===== src/rtl/tpu_matmul_core.sv =====
// tpu_matmul_core: NxN output-stationary systolic matrix multiplier.
// Loads B then A row-major, runs a skewed MAC wavefront, streams C row-major.
module tpu_matmul_core #(
    parameter int N    = 2,
    parameter int DW   = 8,
    parameter int ACCW = 18
) (
    input  logic            clk,
    input  logic            rst_n,
    input  logic            in_valid,
    input  logic [DW-1:0]   in_data,
    output logic            in_ready,
    input  logic            signed_mode,
    input  logic            acc_mode,
    input  logic            abort,
    output logic [ACCW-1:0] out_data,
    output logic            out_valid,
    input  logic            out_ready,
    output logic            busy,
    output logic            done
);
    localparam int NN       = N * N;
    localparam int NOPS     = 2 * NN;
    localparam int LW       = $clog2(NOPS);
    localparam int OW       = $clog2(NN);
    localparam int CMP_LAST = 3 * N - 3;
    localparam int CW       = $clog2(CMP_LAST + 1);

    typedef enum logic [1:0] {
        ST_LOAD    = 2'd0,
        ST_COMPUTE = 2'd1,
        ST_OUTPUT  = 2'd2
    } state_t;

    state_t          r_state, w_next_state;
    logic [LW-1:0]   r_ld_cnt;
    logic [CW-1:0]   r_cmp_cnt;
    logic [OW-1:0]   r_out_idx, w_next_idx;
    logic            r_out_valid, r_done, r_signed;
    logic [ACCW-1:0] r_out_data;
    logic [DW-1:0]   r_ops    [NOPS];
    logic [DW-1:0]   r_a_pipe [N][N];
    logic [DW-1:0]   r_b_pipe [N][N];
    logic [DW-1:0]   w_a_in   [N][N];
    logic [DW-1:0]   w_b_in   [N][N];
    logic [ACCW-1:0] r_acc    [NN];
    logic            w_ld_hs, w_ld_last, w_cmp_last, w_out_hs, w_out_last;

    function automatic logic [ACCW-1:0] ext_op(input logic [DW-1:0] v, input logic sgn);
        logic fill;
        fill = sgn & v[DW-1];
        return {{(ACCW-DW){fill}}, v};
    endfunction

    assign w_ld_hs    = in_valid && (r_state == ST_LOAD);
    assign w_ld_last  = w_ld_hs && (r_ld_cnt == LW'(NOPS - 1));
    assign w_cmp_last = (r_state == ST_COMPUTE) && (r_cmp_cnt == CW'(CMP_LAST));
    assign w_out_hs   = r_out_valid && out_ready;
    assign w_out_last = w_out_hs && (r_out_idx == OW'(NN - 1));
    assign w_next_idx = r_out_idx + OW'(1);

    assign in_ready  = (r_state == ST_LOAD);
    assign busy      = (r_state != ST_LOAD);
    assign out_valid = r_out_valid;
    assign out_data  = r_out_data;
    assign done      = r_done;

    // State register
    always_ff @(posedge clk or negedge rst_n) begin
        if (!rst_n) begin
            r_state <= ST_LOAD;
        end else begin
            r_state <= w_next_state;
        end
    end

    // Next-state decode; abort overrides every transition
    always_comb begin
        w_next_state = r_state;
        if (abort) begin
            w_next_state = ST_LOAD;
        end else begin
            case (r_state)
                ST_LOAD:    w_next_state = w_ld_last  ? ST_COMPUTE : ST_LOAD;
                ST_COMPUTE: w_next_state = w_cmp_last ? ST_OUTPUT  : ST_COMPUTE;
                ST_OUTPUT:  w_next_state = w_out_last ? ST_LOAD    : ST_OUTPUT;
                default:    w_next_state = ST_LOAD;
            endcase
        end
    end

    // Skewed edge feed: row i of A and column j of B enter i (or j) cycles late
    always_comb begin
        for (int i = 0; i < N; i++) begin
            for (int j = 0; j < N; j++) begin
                w_a_in[i][j] = '0;
                w_b_in[i][j] = '0;
            end
        end
        for (int i = 0; i < N; i++) begin
            for (int k = 0; k < N; k++) begin
                w_a_in[0 + i][0] |= (int'(r_cmp_cnt) == i + k) ? r_ops[NN + i * N + k] : '0;
                w_b_in[0][0 + i] |= (int'(r_cmp_cnt) == i + k) ? r_ops[k * N + i] : '0;
            end
        end
        for (int i = 0; i < N; i++) begin
            for (int j = 1; j < N; j++) begin
                w_a_in[i][j] = r_a_pipe[i][j-1];
                w_b_in[j][i] = r_b_pipe[j-1][i];
            end
        end
    end

    // Operand storage persists across jobs and is rewritten on every load
    always_ff @(posedge clk) begin
        if (w_ld_hs && !abort) begin
            r_ops[r_ld_cnt] <= in_data;
        end
    end

    // Load/compute/output datapath
    always_ff @(posedge clk or negedge rst_n) begin
        if (!rst_n) begin
            r_ld_cnt    <= '0;
            r_cmp_cnt   <= '0;
            r_out_idx   <= '0;
            r_out_valid <= 1'b0;
            r_out_data  <= '0;
            r_done      <= 1'b0;
            r_signed    <= 1'b0;
            for (int p = 0; p < NN; p++) r_acc[p] <= '0;
            for (int i = 0; i < N; i++) begin
                for (int j = 0; j < N; j++) begin
                    r_a_pipe[i][j] <= '0;
                    r_b_pipe[i][j] <= '0;
                end
            end
        end else if (abort) begin
            r_ld_cnt    <= '0;
            r_cmp_cnt   <= '0;
            r_out_idx   <= '0;
            r_out_valid <= 1'b0;
            r_done      <= 1'b0;
            for (int p = 0; p < NN; p++) r_acc[p] <= '0;
        end else begin
            r_done <= w_out_last;
            case (r_state)
                ST_LOAD: begin
                    if (w_ld_last) begin
                        r_ld_cnt  <= '0;
                        r_cmp_cnt <= '0;
                        r_signed  <= signed_mode;
                        for (int i = 0; i < N; i++) begin
                            for (int j = 0; j < N; j++) begin
                                r_a_pipe[i][j] <= '0;
                                r_b_pipe[i][j] <= '0;
                            end
                        end
                        if (!acc_mode) begin
                            for (int p = 0; p < NN; p++) r_acc[p] <= '0;
                        end
                    end else if (w_ld_hs) begin
                        r_ld_cnt <= r_ld_cnt + LW'(1);
                    end
                end
                ST_COMPUTE: begin
                    r_cmp_cnt <= w_cmp_last ? '0 : r_cmp_cnt + CW'(1);
                    for (int i = 0; i < N; i++) begin
                        for (int j = 0; j < N; j++) begin
                            r_a_pipe[i][j] <= w_a_in[i][j];
                            r_b_pipe[i][j] <= w_b_in[i][j];
                            r_acc[i * N + j] <= r_acc[i * N + j]
                                + ext_op(w_a_in[i][j], r_signed) * ext_op(w_b_in[i][j], r_signed);
                        end
                    end
                end
                ST_OUTPUT: begin
                    // First OUTPUT cycle presents C[0][0] once the last MAC has settled
                    if (!r_out_valid) begin
                        r_out_valid <= 1'b1;
                        r_out_idx   <= '0;
                        r_out_data  <= r_acc[0];
                    end else if (w_out_last) begin
                        r_out_valid <= 1'b0;
                        r_out_idx   <= '0;
                    end else if (w_out_hs) begin
                        r_out_idx  <= w_next_idx;
                        r_out_data <= r_acc[w_next_idx];
                    end
                end
                default: ;
            endcase
        end
    end
endmodule


===== config.mk =====
export PLATFORM = sky130hd
export DESIGN_NAME = tpu_matmul_core
export DESIGN_NICKNAME = d
export VERILOG_FILES = /design/src/rtl/tpu_matmul_core.sv
export SDC_FILE = /design/constraint.sdc
export NUM_CORES = 1
export LEC_CHECK = 0
export ABC_AREA = 0
export CORE_UTILIZATION = 40
export DETAILED_ROUTE_END_ITERATION = 8
export GPL_TIMING_DRIVEN = 0
export PLACE_DENSITY = 0.55
export REMOVE_ABC_BUFFERS = 1
export SLEW_MARGIN = 20
export SYNTH_ARGS = -nofsm -noshare
export SYNTH_HDL_FRONTEND = slang
export SYNTH_SLANG_ARGS = --single-unit

===== constraint.sdc =====
create_clock -name clk -period 5.93 [get_ports clk]
set_input_delay 1.779 -clock clk [delete_from_list [all_inputs] [get_ports clk]]
set_output_delay 1.779 -clock clk [all_outputs]
set_load 0.05 [all_outputs]

Word level (Yosys, flattened, before mapping)
Memories as Yosys holds them, arrays and structs flattened.
Cells that the tools add are included.
- output and inout bits: 22
- bits in read-only memories: 0
- bits of input ports: 15
- memories: 1
- logic and storage cells: 124
- bits in writable memories: 64
- latch bits: 0
- register bits after elaboration: 134
- bitwise operators: 14
- divide/modulo/power cells: 0
- mux-type cells: 46
- magnitude comparators: 1
- add/sub/neg operators: 7
- shift-type cells: 0
- reduce and logical (&&, ||, !) cells: 22
- multiply operators: 4
- eq/ne operators: 13
- memory list (name ; words ; bits a word ; rd ports ; clocked after memory_dff ; write ports ; RTL line ; RTL):
    r_ops ; 8 ; 8 ; 8 ; 0 ; 1 ; 41 ; logic [DW-1:0] r_ops [NOPS];
- operators by type and width (operator ; count):
    2-to-1 mux 72 bit ; 3
    one-hot mux 72 bit (2 select lines) ; 1
    one-hot mux 32 bit (2 select lines) ; 2
    2-to-1 mux 18 bit ; 5
    adder 18 bit ; 4
    multiplier 9 x 9 -> 18 bit ; 4
    2-to-1 mux 8 bit ; 8
    binary-select mux 18 bit (select 2 bit) ; 1
    2-to-1 mux 32 bit ; 1
    OR 8 bit ; 4
    2-to-1 mux 2 bit ; 11
    2-to-1 mux 3 bit ; 4
    equality test 2 bit (second input constant) ; 5
    AND reduction 3 bit ; 3
    AND 1 bit ; 8
    2-to-1 mux 1 bit ; 8
    nonzero test 2 bit ; 4
    logical AND 1 bit ; 6
    one-hot mux 2 bit (3 select lines) ; 1
    AND reduction 2 bit ; 3
    nonzero test 3 bit ; 2
    adder 2 x 1 -> 2 bit (second input constant) ; 2
    zero test 2 bit ; 2
    inequality test 2 x 1 -> 1 bit (second input constant) ; 2
    other kinds (13) ; 13

Logic depth before layout (Yosys ltp)
- depth in word-level cells: 8
- mapped depth: 26
- gate-level depth less buffers: 23

Least setup slack after synthesis
OpenSTA, ideal clock, no wires.
- path kind: flip-flop to flip-flop
- start point: register r_cmp_cnt[0]
- end point: register r_acc[32] (netlist name)
- path slack: -0.011 ns
- clock period less this slack: 5.941 ns
- data required time: 5.808 ns
- library setup time: 0.122 ns
- arrival: 5.819 ns
- cell stages (with the launch flop): 23
- buffers on the path: 3
- cells stage by stage: dfrtp_1 -> inv_1 -> ha_1 -> clkbuf_1 -> a22o_1 -> clkbuf_1 -> and2_1 -> clkbuf_1 -> nand2_1 -> fa_1 -> inv_1 -> fa_1 -> fa_1 -> fa_1 -> inv_1 -> fa_1 -> inv_1 -> ha_1 -> a21o_1 -> a21oi_2 -> a311oi_1 -> or3_1 -> a32o_1
- word-level cells in the longest chain between the ends: 8
- elaborated cells on any way between the ends: 10
- classes of those cells: 1 x add/sub; 1 x mul; 2 x eq/ne; 4 x mux; 2 x bitwise
- ends and longest elaborated chain (what ; RTL line ; RTL):
    start: declaration ; 37 ; logic [CW-1:0] r_cmp_cnt;
    start signal: assignment ; 167 ; r_cmp_cnt <= w_cmp_last ? '0 : r_cmp_cnt + CW'(1);
    equality test 2 bit ; 102 ; w_a_in[0 + i][0] |= (int'(r_cmp_cnt) == i + k) ? r_ops[NN + i * N + k] : '0;
    2-to-1 mux 8 bit ; 102 ;
    OR 8 bit * ; 102 ;
    AND 1 bit ; 51 ; fill = sgn & v[DW-1];
    multiplier 9 x 9 -> 18 bit * ; 173 ; + ext_op(w_a_in[i][j], r_signed) * ext_op(w_b_in[i][j], r_signed);
    adder 18 bit * ; 173 ;
    one-hot mux 72 bit (2 select lines) * ; 147 ; case (r_state)
    2-to-1 mux 72 bit * ; 138 ; end else if (abort) begin
    end signal: indexed assignment ; 172 ; r_acc[i * N + j] <= r_acc[i * N + j]
    end: declaration ; 46 ; logic [ACCW-1:0] r_acc [NN];
Mark *: on every way between the ends. The rest lies on a longest branch, timed or not.
A chain may end at the register's enable or synchronous reset.

Worst setup path in the final report
- start point: register r_cmp_cnt[1]
- end point: register r_acc[50] (netlist name)
- word-level cells in the longest chain between the ends: 8
- elaborated cells on any way between the ends: 10
- classes of those cells: 1 x add/sub; 1 x mul; 2 x eq/ne; 4 x mux; 2 x bitwise
- ends and longest elaborated chain (what ; RTL line ; RTL):
    equality test 2 bit ; 103 ; w_b_in[0][0 + i] |= (int'(r_cmp_cnt) == i + k) ? r_ops[k * N + i] : '0;
    2-to-1 mux 8 bit ; 103 ;
    OR 8 bit * ; 103 ;
    AND 1 bit ; 51 ;
    multiplier 9 x 9 -> 18 bit * ; 173 ;
    adder 18 bit * ; 173 ;
    one-hot mux 72 bit (2 select lines) * ; 147 ;
    2-to-1 mux 72 bit * ; 138 ;
Marks and branches as above.

==> impl_metrics.env <==
export IMPL_syn_area_um2=22400
export IMPL_totalWireLength_mm=56.5
export IMPL_io_pins=37
export IMPL_synth_area_leaders="fa_1 (30%), dfrtp_1 (15%), ha_1 (11%)"
export IMPL_clkSinkCount=198
export IMPL_outcome="completed"
export IMPL_arrival_ns=6.18
export IMPL_drt_iter0_markers=897
export IMPL_startpoint_type="register"
export IMPL_gp_congestion=0.828
export IMPL_internal_power_mw=2.19
export IMPL_grt_overflow_total=0
export IMPL_synth_top_area_share=0.296
export IMPL_combPwrFrac=0.164
export IMPL_setup_viol=0
export IMPL_nets=2906
export IMPL_vdd_ir_drop_worst_uv=233
export IMPL_p_sw_frac=0.310
export IMPL_clock_path_buffers=2
export IMPL_synth_warnings=0
export IMPL_min_path_type="reg2reg"
export IMPL_reg2reg_depth=22
export IMPL_grt_start_max_net_pins=94
export IMPL_relSlewSlack=0.187
export IMPL_clockRootBuffer="clkbuf_16"
export IMPL_synth_top_area_cell="fa_1"
export IMPL_synth_edff_count=64
export IMPL_p_sw_mw=0.986
export IMPL_crit_required_ns=6.36
export IMPL_synth_flop_cell="dfrtp_1"
export IMPL_hpwl_mm=44.3
export IMPL_numPortBuffers=36
export IMPL_core_region_area_um2=55300
export IMPL_die_h_um=239
export IMPL_antenna_found_initial=1
export IMPL_vias=15900
export IMPL_ant_nets=0
export IMPL_synth_top_cells_by_count="inv_1 (485), fa_1 (332), nand2_1 (276)"
export IMPL_cts_made_buffers=17
export IMPL_min_period_ns=5.75
export IMPL_finalHoldViolCount=0
export IMPL_maxCapViolations=0
export IMPL_fmax_ghz=0.174
export IMPL_clkTransAtPathRegs_ns=0.08
export IMPL_diodes=0
export IMPL_worst_pin_slew_ns=1.21
export IMPL_avgSynthCellArea_um2=9.57
export IMPL_drive_above_1_share=0.0910
export IMPL_crit_type="reg2reg"
export IMPL_grt_first_pass_wirelength_mm=89.8
export IMPL_synth_cell_type_count=64
export IMPL_clkPwrFrac=0.379
export IMPL_hold_depth=2
export IMPL_seqPwrFrac=0.456
export IMPL_grt_pass1_vias=16500
export IMPL_ys_seq_area_frac=0.235
export IMPL_grt_usage=0.208
export IMPL_setup_tns_ns=0
export IMPL_tritoncts="yes"
export IMPL_async_flop_share=0.677
export IMPL_hold_buffers=0
export IMPL_place_area_um2=23700
export IMPL_fin_area_um2=25200
export IMPL_syn_to_final_growth_pct=12.1
export IMPL_p_per_area_nw_per_um2=126
export IMPL_die_w_um=239
export IMPL_finalMaxSlewViolations=0
export IMPL_std_cell_rows=86
export IMPL_fin_crit_sh=0.969
export IMPL_via_per_inst=5.08
export IMPL_synth_ff_latch_count=198
export IMPL_clk_latency_ns=0.50
export IMPL_fp_dieArea_um2=57100
export IMPL_leakagePower_nw=12.4
export IMPL_remaining_drc_errors=0
export IMPL_clock_skew_ns=0.0167
export IMPL_wl_per_cell_um=18.1
export IMPL_dp_cells=3044
export IMPL_h_tree_depth=4
export IMPL_fin_cells=3122
export IMPL_rsz0062_at_grt="yes"
export IMPL_synth_most_common_cell="inv_1"
export IMPL_crit_fanout=9
export IMPL_start_util=0.406
export IMPL_first_pass_iters=5
export IMPL_netlist_instances=2346
export IMPL_end_kind="register"
==> logic make-up after synthesis <==
family,synth area share
compound gates,0.101
xor+xnor,0.0328
fa+ha+maj,0.406
buf+inv,0.0989
flops,0.235
mux,0.00334
simple gates,0.122
==> flip-flops by register name, summed over array words and instances, names as in the netlist <==
name and cells:
done 1, out_data 18, out_valid 1, r_a_pipe 16, r_acc 72, r_b_pipe 16, r_cmp_cnt 2, r_ld_cnt 3
r_ops 64, r_out_idx 2, r_signed 1, r_state 2
==> worst paths after layout <==
check,startpoint,endpoint,slack (ns)
max reg2reg,r_cmp_cnt[1],r_acc[50],0.18
min,out_data[4],out_data[4],0.53
min in group asynchronous,rst_n,r_acc[51],1.19
max,r_cmp_cnt[1],r_acc[50],0.18
min reg2reg,out_data[4],out_data[4],0.53
max in group asynchronous,rst_n,r_acc[69],3.94
==> per-stage QoR <==
| step | worst slack, ns | util | hold WS (ns) | power [mW] |
|---|---|---|---|---|
| after CTS | -0.0165 | 0.446 | 0.537 | 3.18 |
| after floorplan | -0.436 | - | 0.470 | 1.80 |
| final | 0.184 | 0.455 | 0.533 | 3.18 |
| after global placement | -3.16 | 0.422 | 0.488 | 1.95 |
| after detailed placement | -1.05 | 0.429 | 0.520 | 1.96 |
| after global routing | -0.0538 | 0.455 | 0.570 | 3.32 |
==> critical path, cell delays in order (launching register included) <==
cell and delay [ns]:
dfrtp_2 0.43, buf_4 0.16, ha_4 0.19, buf_4 0.16, buf_4 0.13, a22o_4 0.27, and2_1 0.19, fa_1 0.53
inv_1 0.06, fa_1 0.53, inv_1 0.05, fa_2 0.41, fa_1 0.49, inv_1 0.05, fa_1 0.47, inv_1 0.04
ha_2 0.37, and3_1 0.20, o21ai_1 0.11, nand3_1 0.16, nand3_2 0.15, a2111oi_2 0.38, a211o_1 0.15
==> area by class of cell <==
class | count | area [um^2]
Clock buffer | 17 | 425
Clock inverter | 15 | 156
Fill cell | 5344 | 30100
Inverter | 490 | 1840
Multi-Input combinational cell | 1561 | 15500
Sequential cell | 198 | 5280
Tap cell | 748 | 936
Timing Repair Buffer | 93 | 1020
==> power by group through the flow <==
stage                     clock, mW  combinational [mW]  sequential [mW]
after floorplan                   0               0.265             1.54
after CTS                      1.23               0.496             1.45
final                          1.21               0.522             1.45
after detailed placement          0               0.484             1.48
after global placement            0               0.466             1.48
after global routing           1.28               0.584             1.46
==> routing by layer <==
metal,wire (um),global-route usage,up-vias
li1,-,-,7421
met1,25800,0.284,8039
met2,26200,0.334,337
met3,2730,0.0293,65
met4,1740,0.0775,0
met5,0,0,-
==> cells in the final DEF, fill, tap and decap left out, types with 10 or more instances in the layout <==
master	n
a21o_1	10
a21oi_1	67
a22o_1	39
a22o_2	10
a22o_4	13
a22oi_2	12
and2_1	74
and3_1	10
buf_4	39
clkbuf_16	18
clkdlybuf4s50_1	35
dfrtp_1	131
edfxtp_1	64
fa_1	324
ha_1	189
inv_1	479
inv_2	10
nand2_1	268
nand2b_1	15
nand3_1	14
nor2_1	116
nor2b_1	22
nor3_1	26
o21ai_0	16
o21ai_1	79
o22ai_1	19
xnor2_1	53
xor2_1	31
==> timing repair <==
action	4_1_cts	5_1_grt
gates resized for setup	63	66
setup endpoints to repair	29	19
pin swaps	8	29
cloned	0	2
setup buffers	17	27
Note: power is estimated with default switching activity, not from simulation.
